===== src/rtl/pcie_rr_sched.sv =====
// rtl/pcie_rr_sched.sv - PCIe read-request scheduler: 512 B requests, 8-tag pool, FIFO credit gating
module pcie_rr_sched (
    input  logic        clock,
    input  logic        reset,
    input  logic        start,
    input  logic        enable,
    input  logic [63:0] base_addr,
    input  logic [21:0] block_count,
    input  logic [15:0] fifo_space,
    output logic        rr_valid,
    output logic [63:0] rr_addr,
    output logic [7:0]  rr_tag,
    input  logic        rr_ready,
    input  logic        tag_done_valid,
    input  logic [7:0]  tag_done,
    output logic        busy,
    output logic        done,
    output logic        error
);

    typedef enum logic [1:0] {
        IDLE  = 2'd0,
        ARM   = 2'd1,
        REQ   = 2'd2,
        DRAIN = 2'd3
    } state_t;

    state_t      r_state;
    state_t      w_state_next;

    logic [63:0] r_addr;
    logic [63:0] r_rr_addr;
    logic [21:0] r_remaining;
    logic [7:0]  r_mask;
    logic [2:0]  r_tag;
    logic        r_busy;
    logic        r_done;
    logic        r_error;

    logic [3:0]  w_out_cnt;
    logic        w_free_found;
    logic [2:0]  w_free_tag;
    logic [16:0] w_need;
    logic        w_credit_ok;
    logic        w_grant;
    logic        w_accept;
    logic        w_load;
    logic        w_launch;
    logic        w_finish;
    logic [7:0]  w_rel_bit;
    logic        w_rel_ok;
    logic        w_rel_err;
    logic [7:0]  w_set_bit;
    logic [7:0]  w_mask_next;
    logic        w_unused;

    assign w_unused = ^{tag_done[7:3], base_addr[8:0]};

    // Tag choice and credit use the registered mask, so a tag released this
    // cycle only becomes allocatable from the next cycle on.
    always_comb begin
        w_out_cnt    = '0;
        w_free_found = 1'b0;
        w_free_tag   = '0;
        for (int i = 0; i < 8; i++) begin
            w_out_cnt = w_out_cnt + {3'b000, r_mask[i]};
        end
        for (int i = 7; i >= 0; i--) begin
            if (!r_mask[i]) begin
                w_free_found = 1'b1;
                w_free_tag   = 3'(i);
            end
        end
    end

    assign w_need      = {7'b0, w_out_cnt + 4'd1, 6'b0};
    assign w_credit_ok = ({1'b0, fifo_space} >= w_need);
    assign w_grant     = enable && (r_remaining != 22'd0) && w_free_found && w_credit_ok;
    assign w_accept    = (r_state == REQ) && rr_ready;

    assign w_rel_bit   = 8'b1 << tag_done[2:0];
    assign w_rel_ok    = tag_done_valid && ((r_mask & w_rel_bit) != 8'b0);
    assign w_rel_err   = tag_done_valid && ((r_mask & w_rel_bit) == 8'b0);
    assign w_set_bit   = w_accept ? (8'b1 << r_tag) : 8'b0;
    assign w_mask_next = (r_mask | w_set_bit) & ~(w_rel_ok ? w_rel_bit : 8'b0);

    always_ff @(posedge clock) begin
        if (!reset) begin
            r_state <= IDLE;
        end else begin
            r_state <= w_state_next;
        end
    end

    always_comb begin
        w_state_next = r_state;
        w_load       = 1'b0;
        w_launch     = 1'b0;
        w_finish     = 1'b0;
        case (r_state)
            IDLE: begin
                if (start) begin
                    w_load       = 1'b1;
                    w_state_next = (block_count == 22'd0) ? DRAIN : ARM;
                end
            end
            ARM: begin
                if (w_grant) begin
                    w_launch     = 1'b1;
                    w_state_next = REQ;
                end
            end
            REQ: begin
                if (rr_ready) begin
                    w_state_next = (r_remaining == 22'd1) ? DRAIN : ARM;
                end
            end
            DRAIN: begin
                if (r_mask == 8'b0) begin
                    w_finish     = 1'b1;
                    w_state_next = IDLE;
                end
            end
            default: w_state_next = IDLE;
        endcase
    end

    always_ff @(posedge clock) begin
        if (!reset) begin
            r_addr      <= '0;
            r_rr_addr   <= '0;
            r_remaining <= '0;
            r_mask      <= '0;
            r_tag       <= '0;
            r_busy      <= 1'b0;
            r_done      <= 1'b0;
            r_error     <= 1'b0;
        end else begin
            r_done <= w_finish;
            r_mask <= w_mask_next;
            if (w_rel_err) begin
                r_error <= 1'b1;
            end
            if (w_load) begin
                r_addr      <= {base_addr[63:9], 9'b0};
                r_remaining <= block_count;
                r_busy      <= 1'b1;
            end
            if (w_finish) begin
                r_busy <= 1'b0;
            end
            if (w_launch) begin
                r_rr_addr <= r_addr;
                r_tag     <= w_free_tag;
            end
            if (w_accept) begin
                r_addr      <= r_addr + 64'd512;
                r_remaining <= r_remaining - 22'd1;
            end
        end
    end

    assign rr_valid = (r_state == REQ);
    assign rr_addr  = r_rr_addr;
    assign rr_tag   = {5'b00000, r_tag};
    assign busy     = r_busy;
    assign done     = r_done;
    assign error    = r_error;

endmodule


===== config.mk =====
export PLATFORM = sky130hd
export DESIGN_NAME = pcie_rr_sched
export DESIGN_NICKNAME = d
export VERILOG_FILES = /design/src/rtl/pcie_rr_sched.sv
export SDC_FILE = /design/constraint.sdc
export NUM_CORES = 1
export LEC_CHECK = 0
export ABC_AREA = 1
export BUFFER_PORTS_ARGS = -buffer_cell sky130_fd_sc_hd__buf_2
export CAP_MARGIN = 10
export CORE_MARGIN = 2
export CORE_UTILIZATION = 50
export DETAILED_ROUTE_END_ITERATION = 10
export PLACE_DENSITY = 0.76
export SKIP_LAST_GASP = 1
export SLEW_MARGIN = 30
export SYNTH_ARGS = -nofsm -noshare
export SYNTH_HDL_FRONTEND = slang
export SYNTH_SLANG_ARGS = --single-unit

===== constraint.sdc =====
create_clock -name clock -period 3.9 [get_ports clock]
set_input_delay 0.585 -clock clock [delete_from_list [all_inputs] [get_ports clock]]
set_output_delay 0.585 -clock clock [all_outputs]
set_load 0.01 [all_outputs]

==> metrics.md, run 1 <==
| Metric | Value |
|---|---|
| Status | `finished, violations left` |
| Failing checks | `negative setup slack` |
| Leak | `4.489 nW` |
| Via count | `10239` |
| First-pass iteration count of the detailed router | `5` |
| Vias/cell | `5.635` |
| Area growth syn-to-layout | `21.58%` |
| Slowest cell delay on critical path | `500 ps` |
| Hold Buf Count CTS | `0` |
| Class of the most critical setup path | `reg -> reg` |
| Final Util | `61.71%` |
| Syn_area_per_cell | `6.390 um2` |
| Final Worst Setup Slack | `-60.48 ps` |
| Clk_skew | `8.968 ps` |
| Antenna diodes | `0` |
| M1 GR Usage | `37.88%` |
| Tot Pwr | `4.941 mW` |
| Finished Layout Cells | `1817` |
| Placement Cell Area | `9952 um2` |
| Clock slew at reported path FFs | `60 ps` |
| Later-pin clock latency in the skew report | `440 ps` |
| Peak Freq | `252.5 MHz` |
| FFs w/ async S/R, synth | `0%` |
| GR peak layer | `met2` |
| # setup viols final | `19` |
| First-pass GRT wire length | `46620 um` |
| Pwr/cell area | `447.3 nW/um2` |
| Number of antenna violations at the first check in global routing | `1` |
| Sink Count | `148` |
| Met2 Use GR | `49.99%` |
| Fin. max-slew vios | `0` |
| Most common cell in the netlist | `nand2_1` |
| Vias in the first global route | `9430` |
| RSZ-0062 raised after global routing | `yes` |
| DR WL/cell | `16.36 um` |
| Final Cycle Share | `101.6%` |
| Die Ht | `138.8 um` |
| Core Region | `17900 um2` |
| Port Buf Inserts | `163` |
| Row count | `49` |
| Gr ovfl total | `0` |
| Largest area contributor in the netlist | `dfxtp_1` |
| Post-synthesis cell count | `1422` |
| Critical Path Start Type | `flop` |
| Root buf cell | `clkbuf_16` |
| Max_cap viols | `0` |
| Gr usage total | `29.49%` |
| Cells along the critical path | `inv_2, ha_4, fa_1, fa_1, fa_2, fa_2, xor2_2, ha_4, nand3_4, nor2_4, nand2_1, nand3_2, buf_6, buf_6, buf_12, buf_16, nand4_1, a21oi_1` |
| Mapped Area | `9086 um2` |
| Worst slack, placed | `-126.4 ps` |
| I/O pin total | `192` |
| Post-synth EDFFs | `0` |
| CTS tree | `built` |
| DRC Markers | `0` |
| Post-Place Cells | `1762` |
| Final wirelength | `29720 um` |
| #FFs+latches synth | `148` |
| ANT nets after route | `0` |
| Critical path's slowest cell | `fa_1` |
| RePlAce Congestion | `1.011` |
| Relative slew slack | `37.54%` |
| Crit path DAT | `4320 ps` |
| Die area | `19270 um2` |
| Worst path required time | `4260 ps` |
| CP endpoint kind | `flop` |
| DRT iter0 DRCs | `1006` |
| Final worst path period need | `3960 ps` |
| Measured slew at the worst slew-check pin | `935.6 ps` |
| Top_reg_cell synth | `dfxtp_1` |
| Peak VDD IR | `345.0 uV` |
| Layout Nets | `1705` |
| Flop-to-flop setup slack | `-60 ps` |
| Commonest cells in the netlist | `nand2_1, nor2_1, dfxtp_1` |
| Seq/Total Area, Yosys | `32.61%` |
| CTS Buffer Depth | `2` |
| CTS H-Tree Depth | `4` |
| Yosys top cell area share | `32.61%` |
| Setup_tns | `-616.0 ps` |
| Synth warn | `0` |
| Starting density of the core | `50.75%` |
| CTS buffer count | `17` |
| Die span in x | `138.8 um` |
| Largest cells by area after synthesis | `dfxtp_1, nand2_1, nor2_1` |
| Largest net degree at the start of global routing | `83` |
| Post-synthesis cell type count | `46` |
| Design area | `11050 um2` |
| Met3 GRT Util | `4.558%` |
| Crit Path Max Fanout | `5` |
| WHS | `430.0 ps` |
| Layout cells sized above 1 | `18.51%` |
| HPWL Detailed | `20170 um` |
| Hold Fails Final Rpt | `0` |
| Tightest Hold Check Type | `in -> reg` |
==> routing by layer <==
layer	share of wire, %	vias to the layer above
met4	3.3	2
met3	7.3	82
met1	42	4702
met5	0.044	-
met2	48	462
li1	-	4991
==> timing repair <==
action	in CTS	in global routing
endpoints found under the setup margin	58	60
resized for setup	17	34
cloned	6	5
buffers inserted	7	7
pin swaps	5	44
==> cell type report <==
type                    count  area (um2)
clock buffers              19       452.9
inverters                 128       483.0
fillers                  1638        6855
repair buffers            203        1383
flip-flops and latches    148        2965
multi-input cells        1077        5351
clock inverters            13       125.1
well taps                 229       286.5
==> state kept, by name (all words and copies together), names as in the netlist <==
signal	count
rr_addr	55
r_state	2
done	1
r_tag	3
error	1
r_addr	55
r_remaining	22
busy	1
r_mask	8
==> cells in the final DEF, fill, tap and decap left out, drive strengths merged <==
| cell type | instances |
|---|---|
| nand2 | 398 |
| buf | 200 |
| nor2 | 186 |
| dfxtp | 148 |
| inv | 131 |
| a21oi | 126 |
| nand3 | 90 |
| nand4 | 78 |
| o21ai | 52 |
| clkbuf | 22 |
| a31oi | 20 |
| o21a | 19 |
| nor3 | 18 |
| xor2 | 15 |
| conb | 14 |
| ha | 10 |
| nand3b | 8 |
| o211ai | 7 |
| clkinv | 7 |
| o21bai | 6 |
| o22ai | 4 |
| xnor2 | 4 |
| fa | 4 |
| nor4 | 3 |
| or2 | 3 |
| o221ai | 2 |
| o31ai | 2 |
| a211oi | 2 |
| clkinvlp | 2 |
| a22oi | 1 |
| o311ai | 1 |
| o211a | 1 |
| a221oi | 1 |
| a31o | 1 |
| and2 | 1 |
| bufinv | 1 |
==> power by group <==
part | internal (mW) | switching, mW | leakage [nW] | total [mW]
clock network | 0.919 | 0.700 | 0.280 | 1.62
logic | 0.509 | 0.894 | 3.00 | 1.40
registers | 1.68 | 0.235 | 1.21 | 1.92
==> cell families after synthesis <==
family                     synth area share [%]
and+or+nand+nor                           37.52
AOI/OAI and AO/OA                         15.19
buffers and inverters                     10.55
DFF                                       32.61
xor gates and xnor gates                  1.831
adders and majority gates                 2.258
other                                   0.04127
==> critical path, delay by kind of cell (launching register included) <==
kind / cells / cell delay [ps]
DFF: 1 / 340
adders and majority gates: 6 / 2170
and+or+nand+nor: 5 / 470
AOI/OAI and AO/OA: 1 / 160
buffers and inverters: 5 / 550
xor gates and xnor gates: 1 / 170
==> final timing paths <==
kind / to / cells past startpoint / start
max reg2reg: rr_addr[22]$_SDFFE_PN0P_ / 18 / r_mask[0]$_SDFF_PN0_
min: r_addr[16]$_SDFFE_PN0P_ / 3 / base_addr[16]
min reg2reg: error$_SDFFE_PN0P_ / 2 / error$_SDFFE_PN0P_
max: rr_addr[22]$_SDFFE_PN0P_ / 18 / r_mask[0]$_SDFF_PN0_
Power figures use the tool's default switching activity.
==> run 2: changes to the inputs <==
--- a/config.mk
+++ b/config.mk
@@ -9,9 +9,9 @@
 export BUFFER_PORTS_ARGS = -buffer_cell sky130_fd_sc_hd__buf_2
 export CAP_MARGIN = 10
 export CORE_MARGIN = 2
-export CORE_UTILIZATION = 50
+export CORE_UTILIZATION = 56
 export DETAILED_ROUTE_END_ITERATION = 10
-export PLACE_DENSITY = 0.76
+export PLACE_DENSITY = 0.81
 export SKIP_LAST_GASP = 1
 export SLEW_MARGIN = 30
 export SYNTH_ARGS = -nofsm -noshare
==> constraint.sdc (replaced) <==
create_clock -name clock -period 4.3 [get_ports clock]
set_input_delay 0.645 -clock clock [delete_from_list [all_inputs] [get_ports clock]]
set_output_delay 0.645 -clock clock [all_outputs]
set_load 0.01 [all_outputs]
==> metrics.md, run 2 (synthesized netlist as in run 1, its figures left out) <==
| Metric | Value |
|---|---|
| Final wirelength | `27710 um` |
| I/O pin total | `192` |
| Sink Count | `148` |
| Fin. max-slew vios | `0` |
| Worst path required time | `4570 ps` |
| Die area | `17260 um2` |
| Via count | `10087` |
| Hold Fails Final Rpt | `0` |
| Final worst path period need | `4123 ps` |
| FF-to-FF path depth | `17` |
| Area growth syn-to-layout | `16.79%` |
| Slowest cell delay on critical path | `510 ps` |
| Class of the most critical setup path | `reg -> reg` |
| RePlAce Congestion | `1.003` |
| Sw Pwr | `1.593 mW` |
| WHS Path Cells | `2` |
| Clock slew at reported path FFs | `60 ps` |
| Fillers | `1503` |
| Total length of routed met3 wires | `2039 um` |
| Later-pin clock latency in the skew report | `430 ps` |
| # setup viols final | `0` |
| Clk_skew | `14.11 ps` |
| Crit Path Max Fanout | `16` |
| RSZ-0062 raised after global routing | `no` |
| Cells along the critical path | `inv_1, ha_1, fa_1, fa_1, fa_2, fa_1, xor2_1, ha_1, nand3_1, nor2_1, o21ai_0, nand3_2, nand3_4, buf_4, clkbuf_16, nand2_1, a21oi_1` |
| Layout Nets | `1686` |
| Crit path DAT | `4390 ps` |
| WHS | `449.7 ps` |
| Die span in x | `131.4 um` |
| Hold Buf Count CTS | `0` |
| First-pass GRT wire length | `44570 um` |
| ANT nets after route | `0` |
| Leak | `4.321 nW` |
| Setup_tns | `0 ps` |
| Critical path's slowest cell | `fa_1` |
| CP endpoint kind | `flop` |
| Antenna diodes | `0` |
| Row count | `46` |
| Largest net degree at the start of global routing | `80` |
| Layout cells sized above 1 | `15.62%` |
| Status | `finished, final reports clean` |
| Core Region | `15890 um2` |
| Peak Freq | `242.5 MHz` |
| DRC Markers | `0` |
| Gate power share | `27.0%` |
| Worst path most repeated cell | `fa_1` |
| Commonest non-fill, non-tap cell in the layout | `nand2_1` |
| Pint | `2.965 mW` |
| Pwr/cell area | `429.5 nW/um2` |
| Relative slew slack | `35.49%` |
| Most frequent cells in the layout | `nand2_1, nor2_1, buf_2, dfxtp_1, a21oi_1` |
| Measured slew at the worst slew-check pin | `966.3 ps` |
| DR WL/cell | `15.52 um` |
| CTS H-Tree Depth | `4` |
| Vias in the first global route | `9201` |
| Number of antenna violations at the first check in global routing | `0` |
| CTS tree | `built` |
| Placement Cell Area | `9848 um2` |
| Peak VDD IR | `313.3 uV` |
| Clk network pwr share | `34.9%` |
| First-pass iteration count of the detailed router | `7` |
| HPWL Detailed | `19420 um` |
| Metal2 WL | `13420 um` |
| Final Cycle Share | `95.88%` |
| Gr ovfl total | `0` |
| Gr usage total | `31.33%` |
| Starting density of the core | `57.20%` |
| Final Util | `66.80%` |
| Met1 WL | `11570 um` |
| Tightest Hold Check Type | `reg -> reg` |
| Die Ht | `131.4 um` |
| CTS Buffer Depth | `2` |
| Flop pwr share | `38.1%` |
| Port Buf Inserts | `163` |
| Critical Path Start Type | `flop` |
| Max_cap viols | `0` |
| Switching share of power | `34.94%` |
| Tot Pwr | `4.558 mW` |
| DRT iter0 DRCs | `987` |
| Design area | `10610 um2` |
| Highest routed layer | `met4` |
| Vias/cell | `5.651` |
| CTS buffer count | `17` |
| Root buf cell | `clkbuf_16` |
## run 2: path summary, 6_finish.rpt
kind | start | endpoint | slack, ps
max | r_mask[0]$_SDFF_PN0_ | rr_addr[25]$_SDFFE_PN0P_ | 180
min | error$_SDFFE_PN0P_ | error$_SDFFE_PN0P_ | 450
max reg2reg | r_mask[0]$_SDFF_PN0_ | rr_addr[25]$_SDFFE_PN0P_ | 180
min reg2reg | error$_SDFFE_PN0P_ | error$_SDFFE_PN0P_ | 450
## run 2: what timing repair did
action,in CTS,in global routing
gates resized for setup,0,13
endpoints found under the setup margin,0,55
setup buffers,0,7
## run 2: layout make-up
cell class | count | area [um2] | area share, %
clock buffer | 23 | 467.9 | 4.410
clock inverter | 9 | 151.4 | 1.427
inverter | 128 | 484.2 | 4.563
multi-input combinational | 1077 | 5229 | 49.27
sequential | 148 | 2964 | 27.93
tap | 216 | 270.3 | 2.547
timing repair buffer | 184 | 1045 | 9.846
## run 2: worst max-delay path, delay by kind of cell, from the launching register on
kind / cells / cell delay, ps
AND/OR/NAND/NOR: 5 / 520
flip-flops: 1 / 360
adder cells (fa/ha/maj): 6 / 2300
AO/OA/AOI/OAI: 2 / 170
buffers and inverters: 3 / 480
XOR/XNOR: 1 / 150
## run 2: through the flow
stage / cells / setup WS [ps]
finish: 1785 / 177.1
global route: 1785 / 19.91
CTS: 1776 / 34.23
detailed placement: 1744 / 56.90
global placement: 1744 / 179.6
floorplan: 1435 / 466.4
## run 2: power by group through the flow
| stage | logic (mW) | registers, mW | clock network [mW] |
|---|---|---|---|
| global route | 1.37 | 1.76 | 1.66 |
| detailed placement | 1.15 | 1.76 | 0 |
| floorplan | 0.902 | 1.70 | 0 |
| CTS | 1.16 | 1.73 | 1.59 |
| global placement | 1.12 | 1.75 | 0 |
| finish | 1.23 | 1.74 | 1.59 |
## run 2: metal layers
| metal | track usage [%] | vias to the layer above |
|---|---|---|
| met4 | 10.87 | 0 |
| met2 | 54.33 | 424 |
| met5 | 0 | - |
| li1 | - | 4952 |
| met3 | 5.517 | 50 |
| met1 | 39.29 | 4661 |
